===== config.mk =====
export PLATFORM = sky130hd
export DESIGN_NAME = lm32_ram_reader
export DESIGN_NICKNAME = d
export VERILOG_FILES = /design/src/rtl/lm32_ram_reader_pkg.sv /design/src/rtl/lm32_ram_reader_fifo.sv /design/src/rtl/lm32_ram_reader.sv
export SDC_FILE = /design/constraint.sdc
export NUM_CORES = 1
export LEC_CHECK = 0
export ABC_AREA = 1
export BUFFER_PORTS_ARGS = -buffer_cell sky130_fd_sc_hd__buf_2
export CORE_MARGIN = 5
export CORE_UTILIZATION = 50
export CTS_CLUSTER_DIAMETER = 200
export CTS_CLUSTER_SIZE = 24
export DETAILED_ROUTE_END_ITERATION = 10
export GPL_ROUTABILITY_DRIVEN = 0
export GPL_TIMING_DRIVEN = 0
export PLACE_DENSITY = 0.85
export SLEW_MARGIN = 0
export SYNTH_ARGS = -nofsm -noshare
export SYNTH_HDL_FRONTEND = slang
export SYNTH_SLANG_ARGS = --single-unit

===== constraint.sdc =====
create_clock -name clk_i -period 2.6 [get_ports clk_i]
set_input_delay 0.13 -clock clk_i [delete_from_list [all_inputs] [get_ports clk_i]]
set_output_delay 0.13 -clock clk_i [all_outputs]
set_load 0.1 [all_outputs]

===== src/rtl/lm32_ram_reader_pkg.sv =====
// Shared definitions for the lm32 RAM reader: FSM state encoding and skid depth.
package lm32_ram_reader_pkg;

    typedef enum logic [1:0] {
        RR_STATE_IDLE  = 2'd0,
        RR_STATE_RUN   = 2'd1,
        RR_STATE_DRAIN = 2'd2,
        RR_STATE_DONE  = 2'd3
    } rr_state_e;

    // Must stay a power of two: the FIFO pointers wrap by natural overflow.
    localparam int RR_FIFO_DEPTH = 2;

endpackage


===== src/rtl/lm32_ram_reader_fifo.sv =====
// Small synchronous skid FIFO carrying a data word plus an end-of-burst flag.
module lm32_ram_reader_fifo
    import lm32_ram_reader_pkg::*;
#(
    parameter int data_width = 32
) (
    input  logic                  clk_i,
    input  logic                  rst_i,
    input  logic                  push_i,
    input  logic [data_width-1:0] push_data_i,
    input  logic                  push_last_i,
    input  logic                  pop_i,
    output logic [1:0]            count_o,
    output logic [data_width-1:0] data_o,
    output logic                  last_o
);

    localparam int ptr_w = $clog2(RR_FIFO_DEPTH);

    logic [data_width-1:0] data_q [RR_FIFO_DEPTH];
    logic                  last_q [RR_FIFO_DEPTH];
    logic [ptr_w-1:0]      wr_ptr_q;
    logic [ptr_w-1:0]      rd_ptr_q;
    logic [1:0]            count_q;
    logic                  do_push;
    logic                  do_pop;

    assign do_pop  = pop_i && (count_q != 2'd0);
    assign do_push = push_i && ((count_q != 2'(RR_FIFO_DEPTH)) || do_pop);

    always_ff @(posedge clk_i) begin
        if (rst_i) begin
            // NOTE: storage is reset because the head entry drives out_data, which must read 0 after reset.
            for (int i = 0; i < RR_FIFO_DEPTH; i++) begin
                data_q[i] <= '0;
                last_q[i] <= 1'b0;
            end
            wr_ptr_q <= '0;
            rd_ptr_q <= '0;
            count_q  <= 2'd0;
        end else begin
            if (do_push) begin
                data_q[wr_ptr_q] <= push_data_i;
                last_q[wr_ptr_q] <= push_last_i;
                wr_ptr_q         <= wr_ptr_q + 1'b1;
            end
            if (do_pop) begin
                rd_ptr_q <= rd_ptr_q + 1'b1;
            end
            count_q <= count_q + 2'(do_push) - 2'(do_pop);
        end
    end

    assign count_o = count_q;
    assign data_o  = data_q[rd_ptr_q];
    assign last_o  = last_q[rd_ptr_q];

endmodule


===== src/rtl/lm32_ram_reader.sv =====
// Streams a contiguous range out of an lm32_ram read port onto a valid/ready stream,
// returning same-cycle writes coherently by snooping the RAM write port.
module lm32_ram_reader
    import lm32_ram_reader_pkg::*;
#(
    parameter int data_width    = 32,
    parameter int address_width = 10
) (
    input  logic                     clk_i,
    input  logic                     rst_i,
    input  logic                     start,
    input  logic [address_width-1:0] start_address,
    input  logic [address_width:0]   length,
    output logic                     busy,
    output logic                     done,
    output logic                     enable_read,
    output logic [address_width-1:0] read_address,
    input  logic [data_width-1:0]    read_data,
    input  logic                     snoop_enable_write,
    input  logic                     snoop_write_enable,
    input  logic [address_width-1:0] snoop_write_address,
    input  logic [data_width-1:0]    snoop_write_data,
    output logic                     out_valid,
    output logic [data_width-1:0]    out_data,
    output logic                     out_last,
    input  logic                     out_ready
);

    rr_state_e                state_q, state_d;
    logic [address_width-1:0] addr_q, addr_d;
    logic [address_width:0]   remaining_q, remaining_d;
    logic                     inflight_q;
    logic                     inflight_last_q;
    logic                     snoop_hit_q;
    logic [data_width-1:0]    snoop_data_q;

    logic [1:0]               fifo_count;
    logic [data_width-1:0]    fifo_data;
    logic                     fifo_last;
    logic                     fifo_empty;
    logic [data_width-1:0]    in_data;
    logic                     pop;
    logic                     last_issue;
    logic                     issue;
    logic                     snoop_hit;
    logic [2:0]               occupancy;

    // A word returning from the RAM falls through to the output when the FIFO is empty.
    assign in_data    = snoop_hit_q ? snoop_data_q : read_data;
    assign fifo_empty = (fifo_count == 2'd0);
    assign out_valid  = !fifo_empty || inflight_q;
    assign out_data   = (fifo_empty && inflight_q) ? in_data : fifo_data;
    assign out_last   = out_valid && ((fifo_empty && inflight_q) ? inflight_last_q : fifo_last);
    assign pop        = out_valid && out_ready;

    // Slot freed by this cycle's pop is credited so a continuous stream never stalls.
    assign occupancy  = 3'(fifo_count) + 3'(inflight_q) - 3'(pop);
    assign issue      = (state_q == RR_STATE_RUN) && (remaining_q != '0)
                        && (occupancy < 3'(RR_FIFO_DEPTH));
    assign last_issue = issue && (remaining_q == (address_width+1)'(1));
    assign snoop_hit  = issue && snoop_enable_write && snoop_write_enable
                        && (snoop_write_address == addr_q);

    assign enable_read  = issue;
    assign read_address = addr_q;
    assign busy         = (state_q == RR_STATE_RUN) || (state_q == RR_STATE_DRAIN);
    assign done         = (state_q == RR_STATE_DONE);

    always_comb begin
        // NOTE: every target gets a default first so no path leaves one unassigned (no latches).
        state_d     = state_q;
        addr_d      = addr_q;
        remaining_d = remaining_q;
        unique case (state_q)
            RR_STATE_IDLE: begin
                if (start) begin
                    addr_d      = start_address;
                    remaining_d = length;
                    state_d     = (length == '0) ? RR_STATE_DONE : RR_STATE_RUN;
                end
            end
            RR_STATE_RUN: begin
                if (issue) begin
                    addr_d      = addr_q + 1'b1;
                    remaining_d = remaining_q - 1'b1;
                end
                if (last_issue) begin
                    state_d = RR_STATE_DRAIN;
                end
            end
            RR_STATE_DRAIN: begin
                if (pop && out_last) begin
                    state_d = RR_STATE_DONE;
                end
            end
            RR_STATE_DONE: state_d = RR_STATE_IDLE;
            default:       state_d = RR_STATE_IDLE;
        endcase
    end

    always_ff @(posedge clk_i) begin
        // NOTE: non-blocking assignments so every register samples pre-edge values.
        if (rst_i) begin
            state_q         <= RR_STATE_IDLE;
            addr_q          <= '0;
            remaining_q     <= '0;
            inflight_q      <= 1'b0;
            inflight_last_q <= 1'b0;
            snoop_hit_q     <= 1'b0;
            snoop_data_q    <= '0;
        end else begin
            state_q         <= state_d;
            addr_q          <= addr_d;
            remaining_q     <= remaining_d;
            inflight_q      <= issue;
            inflight_last_q <= last_issue;
            snoop_hit_q     <= snoop_hit;
            if (snoop_hit) begin
                snoop_data_q <= snoop_write_data;
            end
        end
    end

    lm32_ram_reader_fifo #(
        .data_width (data_width)
    ) u_fifo (
        .clk_i       (clk_i),
        .rst_i       (rst_i),
        .push_i      (inflight_q && !(fifo_empty && out_ready)),
        .push_data_i (in_data),
        .push_last_i (inflight_last_q),
        .pop_i       (pop && !fifo_empty),
        .count_o     (fifo_count),
        .data_o      (fifo_data),
        .last_o      (fifo_last)
    );

endmodule


==> results.cfg, run 1 <==
[die]
dieArea_sq_um = 16970
die_y_um = 130.3
die-width_um = 130.3
start_util = 0.5035
core_sq_um = 14370
fp-row-count = 44
io_pins = 148

[yosys]
synth-async-reset-ratio = 0
avgSynthCellArea_sq_um = 7.293
ys_top_cells_by_area = edfxtp_1 27%, dfxtp_1 17%, nand2_1 11%
synthAdderAreaFrac = 0.02352
yosysTopAreaCellShare = 0.2740
ys_top_cells_by_count = 211 x nand2_1, 157 x nor2_1, 151 x inv_1
synth.most_common_cell = nand2_1
ys.flop_type = edfxtp_1
yosys.area_share.simple = 0.2916
synth_top_area_cell = edfxtp_1
synth-seq-cells = 129
synth_cell_type_count = 38
synth_xor_area_frac = 0.004843
synth_cells = 992
synth_compound_area_frac = 0.1190
synth.cell_area_sq_um = 7234
yosysWarningCount = 0
seq_area_frac_synth = 0.4483
synth_edf_count = 66
syn_nets = 1106
synthMuxAreaShare = 0
synth_top_family_by_area = simple AND/OR/NAND/NOR gates

[final_layout]
area_growth_pct = 30.58
stdcell_area_sq_um = 9447
register_area_sq_um = 3252
final_layout_size_suffix_gt1_frac = 0.3009
stdcell_count = 1377
n_antenna_cell = 0
nets = 1296
multiInputGateArea_sq_um = 3422
nFillCells = 1143

[worst_setup_path]
endpoint_kind = primary output
cp-startpoint = u_fifo.count_o[0]
critPathMostFrequentCell = buf_12
cp_cell_sequence = nor2_4, a21oi_2, ha_1, or2_4, fa_1, nand2_1, nor3b_2, nand2_2, inv_4, buf_12, buf_12
max_stage_delay_ns = 0.49
rrSetupSlack_ns = -0.24
worst_r2r_path_depth = 15
reg2reg_to = snoop_data_q[10]
arrival_ns = 2.74
slowest_stage = fa_1
reg2reg_from = u_fifo.count_o[0]
endpoint = enable_read
start_kind = flip-flop
worstSetupPathType = reg2out
cp_max_fo = 4
critical_path_required_ns = 2.47

[cts]
tritoncts = built
clk_pin_slew_worst_paths_ns = 0.06
cts_buffers = 17
clockBufferDepth = 2
clock_latency_ns = 0.42
clockRootBuffer = clkbuf_16
clock-sinks = 129
htree_levels = 4

[routing]
detail-route-antenna-nets = 0
num_vias = 7366
via_per_inst = 5.349
route.detailed.drc = 0
drt-total-wl_um = 21670
drt_iter0_markers = 628
post_drt_wl_per_cell_um = 15.73
firstDrtPassIters = 7

[grt]
grt_pass1_wl_um = 32750
grt_max_degree = 34
antenna_found_initial = 2
overflow = 0
grt_pass1_vias = 6862
track_usage = 0.2459

[timing]
clock_skew_ns = 0.008614
fin_ws_ns = -0.2661
drv_slew = 0
fin_crit_sh = 1.102
setup-tns-final_ns = -9.807
post-route-min-period_ns = 2.866
rsz0062_at_grt = true
fmaxAchievable_ghz = 0.3489
relSlewSlack = 0.5236
finalHoldViolations = 0
setup_violations = 54
tightestPinTransition_ns = 0.7146

[power_and_ir_drop]
vdd_drop_max_mv = 1.018
powerDensity_nw_per_um2 = 1301
power_leakage_nw = 4.395

[hold_path]
min_path_type = in2reg

[place]
portBuffers = 147
place_area_sq_um = 8219
dp_hpwl_um = 14380
place.detailed.instances = 1323

[run_status]
status = complete, but fails checks
violations = setup timing

[job]
maxCapViolCount = 0
## through the flow
stage	util	power, W	hold WS, ns	setup WS [ns]
final	0.6574	0.01229	0.02235	-0.2661
after detailed placement	0.5720	0.008963	0.3700	-0.4644
after global routing	0.6574	0.01285	0.03772	-0.3835
after CTS	0.6414	0.01193	0.02087	-0.3115
after global placement	0.5720	0.008849	0.3694	-0.3369
after floorplan	-	0.007833	0.2139	-0.5901
## kinds of logic after synthesis
family          Yosys count
compound gates          150
xor+xnor                  4
fa+ha+maj                13
buf+inv                 209
flops                   129
simple gates            487
## critical path: cells and delay by family (launching register included)
family / cells / cell delay (ns)
compound gates: 1 / 0.06
fa+ha+maj: 2 / 0.79
buf+inv: 3 / 0.35
simple gates: 5 / 0.74
flops: 1 / 0.35
## sequential cells by signal, summed over array words and instances, names as in the netlist, named ones only
signal           count
snoop_data_q        32
u_fifo.data_q       64
read_address        10
inflight_last_q      1
u_fifo.count_o       2
u_fifo.rd_ptr_q      1
inflight_q           1
state_q              2
snoop_hit_q          1
u_fifo.last_q        2
remaining_q         11
u_fifo.wr_ptr_q      1
## placed cells by master (no fill, tap or decap), types with 32 or more instances in the layout
cell type    n
nand4_1     36
edfxtp_1    66
nor2_1     143
o211ai_1    32
or2_2       35
inv_1      126
buf_2      123
o21ai_0     55
dfxtp_1     60
o21ai_1     32
nand2_1    175
buf_4       34
## how the worst min path moves through the flow
stage / from / to / cells after the start
after floorplan: rst_i / inflight_q / 1
after global placement: rst_i / inflight_q / 2
after detailed placement: rst_i / inflight_q / 2
after CTS: length[3] / remaining_q[3] / 3
after global routing: length[3] / remaining_q[3] / 3
final: length[3] / remaining_q[3] / 3
## metal layers
layer  GRT usage  share of wire
met1      0.2951           0.39
met2      0.4306           0.50
met3     0.06918          0.092
met4     0.07090          0.018
met5           0        0.00065
## power breakdown
group	switching (W)	internal, W
sequential	0.000274	0.00243
clock	0.000889	0.00148
combinational	0.00522	0.00200
## repair_timing
action / 4_1_cts / 5_1_grt
hold buffers: 1 / 0
gates resized for setup: 105 / 87
endpoints found under the hold margin: 1 / 0
gates cloned: 5 / 0
pin swaps: 40 / 26
buffers inserted: 13 / 6
endpoints found under the setup margin: 127 / 121
## layout make-up
| type | count | area share |
|---|---|---|
| inverters | 158 | 0.06305 |
| plain buffers | 51 | 0.02993 |
| well taps | 184 | 0.02437 |
| flip-flops and latches | 129 | 0.3442 |
| repair buffers | 171 | 0.1155 |
| clock buffers | 18 | 0.04543 |
| clock inverters | 12 | 0.01523 |
| multi-input cells | 654 | 0.3623 |
Note: power is estimated with default switching activity, not from simulation.
==> run 2: changes to the inputs <==
--- a/config.mk
+++ b/config.mk
@@ -6,6 +6,7 @@
 export NUM_CORES = 1
 export LEC_CHECK = 0
 export ABC_AREA = 1
+export ABC_CLOCK_PERIOD_IN_PS = 2600
 export BUFFER_PORTS_ARGS = -buffer_cell sky130_fd_sc_hd__buf_2
 export CORE_MARGIN = 5
 export CORE_UTILIZATION = 50
@@ -14,7 +15,7 @@
 export DETAILED_ROUTE_END_ITERATION = 10
 export GPL_ROUTABILITY_DRIVEN = 0
 export GPL_TIMING_DRIVEN = 0
-export PLACE_DENSITY = 0.85
+export PLACE_DENSITY = 0.75
 export SLEW_MARGIN = 0
 export SYNTH_ARGS = -nofsm -noshare
 export SYNTH_HDL_FRONTEND = slang
==> results.cfg, run 2 (same netlist as run 1, synthesis figures left out) <==
[routing]
route.detailed.drc = 0
detail-route-antenna-nets = 0
num_vias = 7108
drt-total-wl_um = 20620
post_drt_wl_per_cell_um = 14.92
via_per_inst = 5.143
drt_iter0_markers = 531
firstDrtPassIters = 5

[final_layout]
largest_register_ff_count = 64
nets = 1298
final_layout_size_suffix_gt1_frac = 0.3166
layout_common_cells = 167 x nand2_1, 141 x nor2_1, 125 x buf_2, 123 x inv_1, 66 x edfxtp_1
stdcell_area_sq_um = 9475
area_growth_pct = 30.98
top_register = u_fifo.data_q
reg_top3 = u_fifo.data_q x64, snoop_data_q x32, remaining_q x11
stdcell_count = 1382
final_common_cell = nand2_1

[timing]
tightestPinTransition_ns = 0.6534
fin_ws_ns = -0.2498
drv_slew = 0
fmaxAchievable_ghz = 0.3509
clock_skew_ns = 0.005951
relSlewSlack = 0.5644
fin_crit_sh = 1.096
post-route-min-period_ns = 2.850
setup-tns-final_ns = -6.948
rsz0062_at_grt = true
setup_violations = 54
finalHoldViolations = 0

[cts]
clk_pin_slew_worst_paths_ns = 0.06
htree_levels = 4
clock_latency_ns = 0.43
cts_buffers = 17
tritoncts = built
clockBufferDepth = 2
clock-sinks = 129
clockRootBuffer = clkbuf_16

[worst_setup_path]
rrSetupSlack_ns = -0.18
endpoint_kind = primary output
cp_max_fo = 3
critical_path_required_ns = 2.47
worstSetupPathType = reg2out
start_kind = flip-flop
arrival_ns = 2.72

[grt]
track_usage = 0.2443
grt_pass1_wl_um = 32200
grt_max_degree = 34
antenna_found_initial = 3
overflow = 0
grt_pass1_vias = 6776

[die]
die-width_um = 130.3
io_pins = 148
dieArea_sq_um = 16970
die_y_um = 130.3
core_sq_um = 14370
fp-row-count = 44
start_util = 0.5035

[place]
dp_hpwl_um = 14320
place.detailed.instances = 1323
post-place-ws_ns = -0.4433
portBuffers = 147
place_area_sq_um = 8219

[power_and_ir_drop]
power_leakage_nw = 4.393
powerDensity_nw_per_um2 = 1309
vdd_drop_max_mv = 0.9678

[hold_path]
min_path_type = in2reg

[job]
maxCapViolCount = 0

[run_status]
violations = setup timing
status = complete, but fails checks
[run 2: cell types whose count changed in the layout (fill, tap and decap cells not counted), sizes merged]
cell and change:
diode +1, dlygate4sd3 +1, clkinv -2, bufinv -2
clkinvlp +2, inv +4, buf +6, clkbuf -5
[run 2: final timing paths]
| path | start | to | cells after the start |
|---|---|---|---|
| worst min-delay path | start_address[1] | read_address[1] | 5 |
| worst max-delay path | u_fifo.count_o[0] | enable_read | 11 |
| worst min register to register | u_fifo.rd_ptr_q | u_fifo.rd_ptr_q | 1 |
| worst max register to register | u_fifo.count_o[0] | snoop_data_q[20] | 15 |
[run 2: worst max-delay path: stages, from the launching register on]
cell     delay [ns]
dfxtp_4        0.35
nor2_4         0.11
a21oi_2        0.07
ha_1           0.27
or2_4          0.23
fa_1           0.49
nand2_1        0.06
nor3b_2        0.23
nand2_2        0.13
inv_4          0.08
buf_12         0.10
buf_12         0.16
[run 2: area by class of cell]
class                           instances  area [sq um]
Timing Repair Buffer                  174          1112
Sequential cell                       129          3252
Tap cell                              184         230.2
Fill cell                            1200          4893
Clock inverter                         14         132.6
Inverter                              158         595.6
Buffer                                 50         277.8
Antenna cell                            1         2.502
Multi-Input combinational cell        654          3443
Clock buffer                           18         429.2
[run 2: metal layers]
| metal | vias to the layer above | GRT usage | routed length, um |
|---|---|---|---|
| li1 | 3564 | - | - |
| met1 | 3189 | 0.3011 | 8313 |
| met2 | 304 | 0.4125 | 10060 |
| met3 | 47 | 0.05772 | 1716 |
| met4 | 4 | 0.09902 | 514 |
| met5 | - | 0 | 17 |
[run 2: timing repair]
action | 4_1_cts | 5_1_grt
setup buffers | 15 | 6
endpoints found under the setup margin | 128 | 153
endpoints found under the hold margin | 2 | 0
pin swaps | 29 | 34
gates cloned | 6 | 0
gates resized for setup | 98 | 99
hold buffers | 2 | 0
[run 2: per-stage QoR]
step | total power (W) | hold slack (ns) | util
2_1_floorplan | 0.007833 | 0.2139 | -
3_3_place_gp | 0.008896 | 0.3575 | 0.5720
3_5_place_dp | 0.008961 | 0.3637 | 0.5720
4_1_cts | 0.01192 | 0.02650 | 0.6411
5_1_grt | 0.01303 | 0.04789 | 0.6594
6_report | 0.01240 | 0.03107 | 0.6594
[run 2: where the power goes]
part           internal, W  total (W)  leakage (nW)  switching, W
sequential         0.00243    0.00270          1.20      0.000270
combinational      0.00214    0.00742          2.93       0.00527
clock              0.00132    0.00229         0.268      0.000963
total              0.00589     0.0124          4.39       0.00651
==> run 3: changes to the inputs <==
--- a/config.mk
+++ b/config.mk
@@ -7,7 +7,7 @@
 export LEC_CHECK = 0
 export ABC_AREA = 1
 export ABC_CLOCK_PERIOD_IN_PS = 2600
-export BUFFER_PORTS_ARGS = -buffer_cell sky130_fd_sc_hd__buf_2
+export BUFFER_PORTS_ARGS = -buffer_cell sky130_fd_sc_hd__buf_4
 export CORE_MARGIN = 5
 export CORE_UTILIZATION = 50
 export CTS_CLUSTER_DIAMETER = 200
==> results.cfg, run 3 (same netlist as run 1, synthesis figures left out) <==
[routing]
post_drt_wl_per_cell_um = 15.02
firstDrtPassIters = 7
num_vias = 7073
via_per_inst = 5.151
drt-total-wl_um = 20630
route.detailed.drc = 0
detail-route-antenna-nets = 0
drt_iter0_markers = 414

[worst_setup_path]
arrival_ns = 2.72
slowest_stage = fa_1
critical_path_required_ns = 2.47
crit_family = simple AND/OR/NAND/NOR gates
endpoint_kind = primary output
cp_cell_sequence = nor2_4, a21oi_2, ha_1, or2_4, fa_1, nand2_1, nor3b_2, nand2_2, inv_4, buf_12, buf_12
critPathMostFrequentCell = buf_12
worstSetupPathType = reg2out
reg2reg_from = u_fifo.count_o[0]
cp-startpoint = u_fifo.count_o[0]
max_stage_delay_ns = 0.49
path_buf_inv = 3
cp_max_fo = 3
start_kind = flip-flop

[cts]
cts_buffers = 17
htree_levels = 4
clockBufferDepth = 2
clk_pin_slew_worst_paths_ns = 0.06
tritoncts = built
clockRootBuffer = clkbuf_16
clock-sinks = 129
clock_latency_ns = 0.42

[power_and_ir_drop]
powerDensity_nw_per_um2 = 1278
vdd_drop_max_mv = 0.8800
power_leakage_nw = 4.467

[final_layout]
top_register = u_fifo.data_q
nets = 1290
final_common_cell = nand2_1
layout_common_cells = 174 x nand2_1, 155 x nor2_1, 153 x buf_4, 145 x inv_1, 66 x edfxtp_1
reg_top3 = u_fifo.data_q x64, snoop_data_q x32, remaining_q x11
area_growth_pct = 33.26
final_core_utilization = 0.6709
nFillCells = 1178
multiInputGateArea_sq_um = 3342
n_antenna_cell = 0
largest_register_ff_count = 64
register_area_sq_um = 3252
final_layout_size_suffix_gt1_frac = 0.2733
stdcell_count = 1373

[grt]
grt_pass1_wl_um = 31880
antenna_found_initial = 0
track_usage = 0.2428
overflow = 0
grt_pass1_vias = 6663
grt_max_degree = 34

[hold_path]
min_from = length[3]
min_path_type = in2reg

[timing]
finalHoldViolations = 0
clock_skew_ns = 0.009327
post-route-min-period_ns = 2.852
rsz0062_at_grt = true
drv_slew = 0
fin_ws_ns = -0.2516
fmaxAchievable_ghz = 0.3507
tightestPinTransition_ns = 0.6319
relSlewSlack = 0.5787
holdWs_ns = 0.01298
setup_violations = 54
fin_crit_sh = 1.097

[die]
die-width_um = 130.3
start_util = 0.5035
io_pins = 148
fp-row-count = 44
die_y_um = 130.3
dieArea_sq_um = 16970
core_sq_um = 14370

[run_status]
status = complete, but fails checks
violations = setup timing

[place]
post-place-ws_ns = -0.4720
portBuffers = 147
place.detailed.instances = 1324
dp_hpwl_um = 14440

[job]
maxCapViolCount = 0
run 3: cell count changes in the layout (fill, tap and decap cells not counted), moves of 7 or more:
cell / before / now
nor2_1: 141 / 155
inv_2: 34 / 12
inv_1: 123 / 145
nand2_1: 167 / 174
buf_4: 40 / 153
nor2_2: 19 / 5
buf_2: 125 / 8
run 3: cell type report:
class	instances	area share
clock inverter	14	0.02090
tap	184	0.02388
clock buffer	18	0.04452
multi-input combinational	654	0.3467
inverter	158	0.06178
buffer	50	0.02816
sequential	129	0.3373
timing repair buffer	166	0.1368
run 3: what timing repair did:
action,4_1_cts,5_1_grt
pin swaps,42,13
setup buffers,13,0
endpoints found under the hold margin,1,0
cloned,5,0
setup endpoints to repair,87,73
hold buffers,1,0
resized for setup,82,19
run 3: worst paths after layout:
| kind | end | slack, ns | depth (start not counted) |
|---|---|---|---|
| worst min register to register | flip-flop | 0.46 | 1 |
| worst max register to register | remaining_q[10] | -0.22 | 13 |
| worst max-delay path | enable_read | -0.25 | 11 |
| worst min-delay path | remaining_q[3] | 0.01 | 3 |
run 3: metal layers:
| metal | vias to the layer above | share of wire | global-route usage | wire length, um |
|---|---|---|---|---|
| li1 | 3558 | - | - | - |
| met1 | 3202 | 0.41 | 0.2982 | 8432 |
| met2 | 274 | 0.49 | 0.4116 | 10030 |
| met3 | 39 | 0.084 | 0.06795 | 1741 |
| met4 | 0 | 0.020 | 0.08191 | 420 |
| met5 | - | 0 | 0 | 0 |
run 3: worst min-delay path, stage by stage:
cell and delay [ns]:
buf_4 0.08, a21oi_1 0.05, a21oi_1 0.13
run 3: stage by stage:
step	instance area [sq um]	total power, W	setup TNS [ns]
2_1_floorplan	7253	0.007833	-3.499
6_report	9641	0.01232	-9.339
3_5_place_dp	8615	0.009261	-31.46
5_1_grt	9641	0.01294	-17.22
4_1_cts	9600	0.01225	-12.70
3_3_place_gp	8587	0.009182	-34.80
run 3: power by group:
| part | leakage [nW] | switching (W) | internal [W] |
|---|---|---|---|
| Clock | 0.303 | 0.000942 | 0.00162 |
| Sequential | 1.20 | 0.000265 | 0.00243 |
| Combinational | 2.97 | 0.00512 | 0.00195 |
| Total | 4.47 | 0.00632 | 0.00600 |
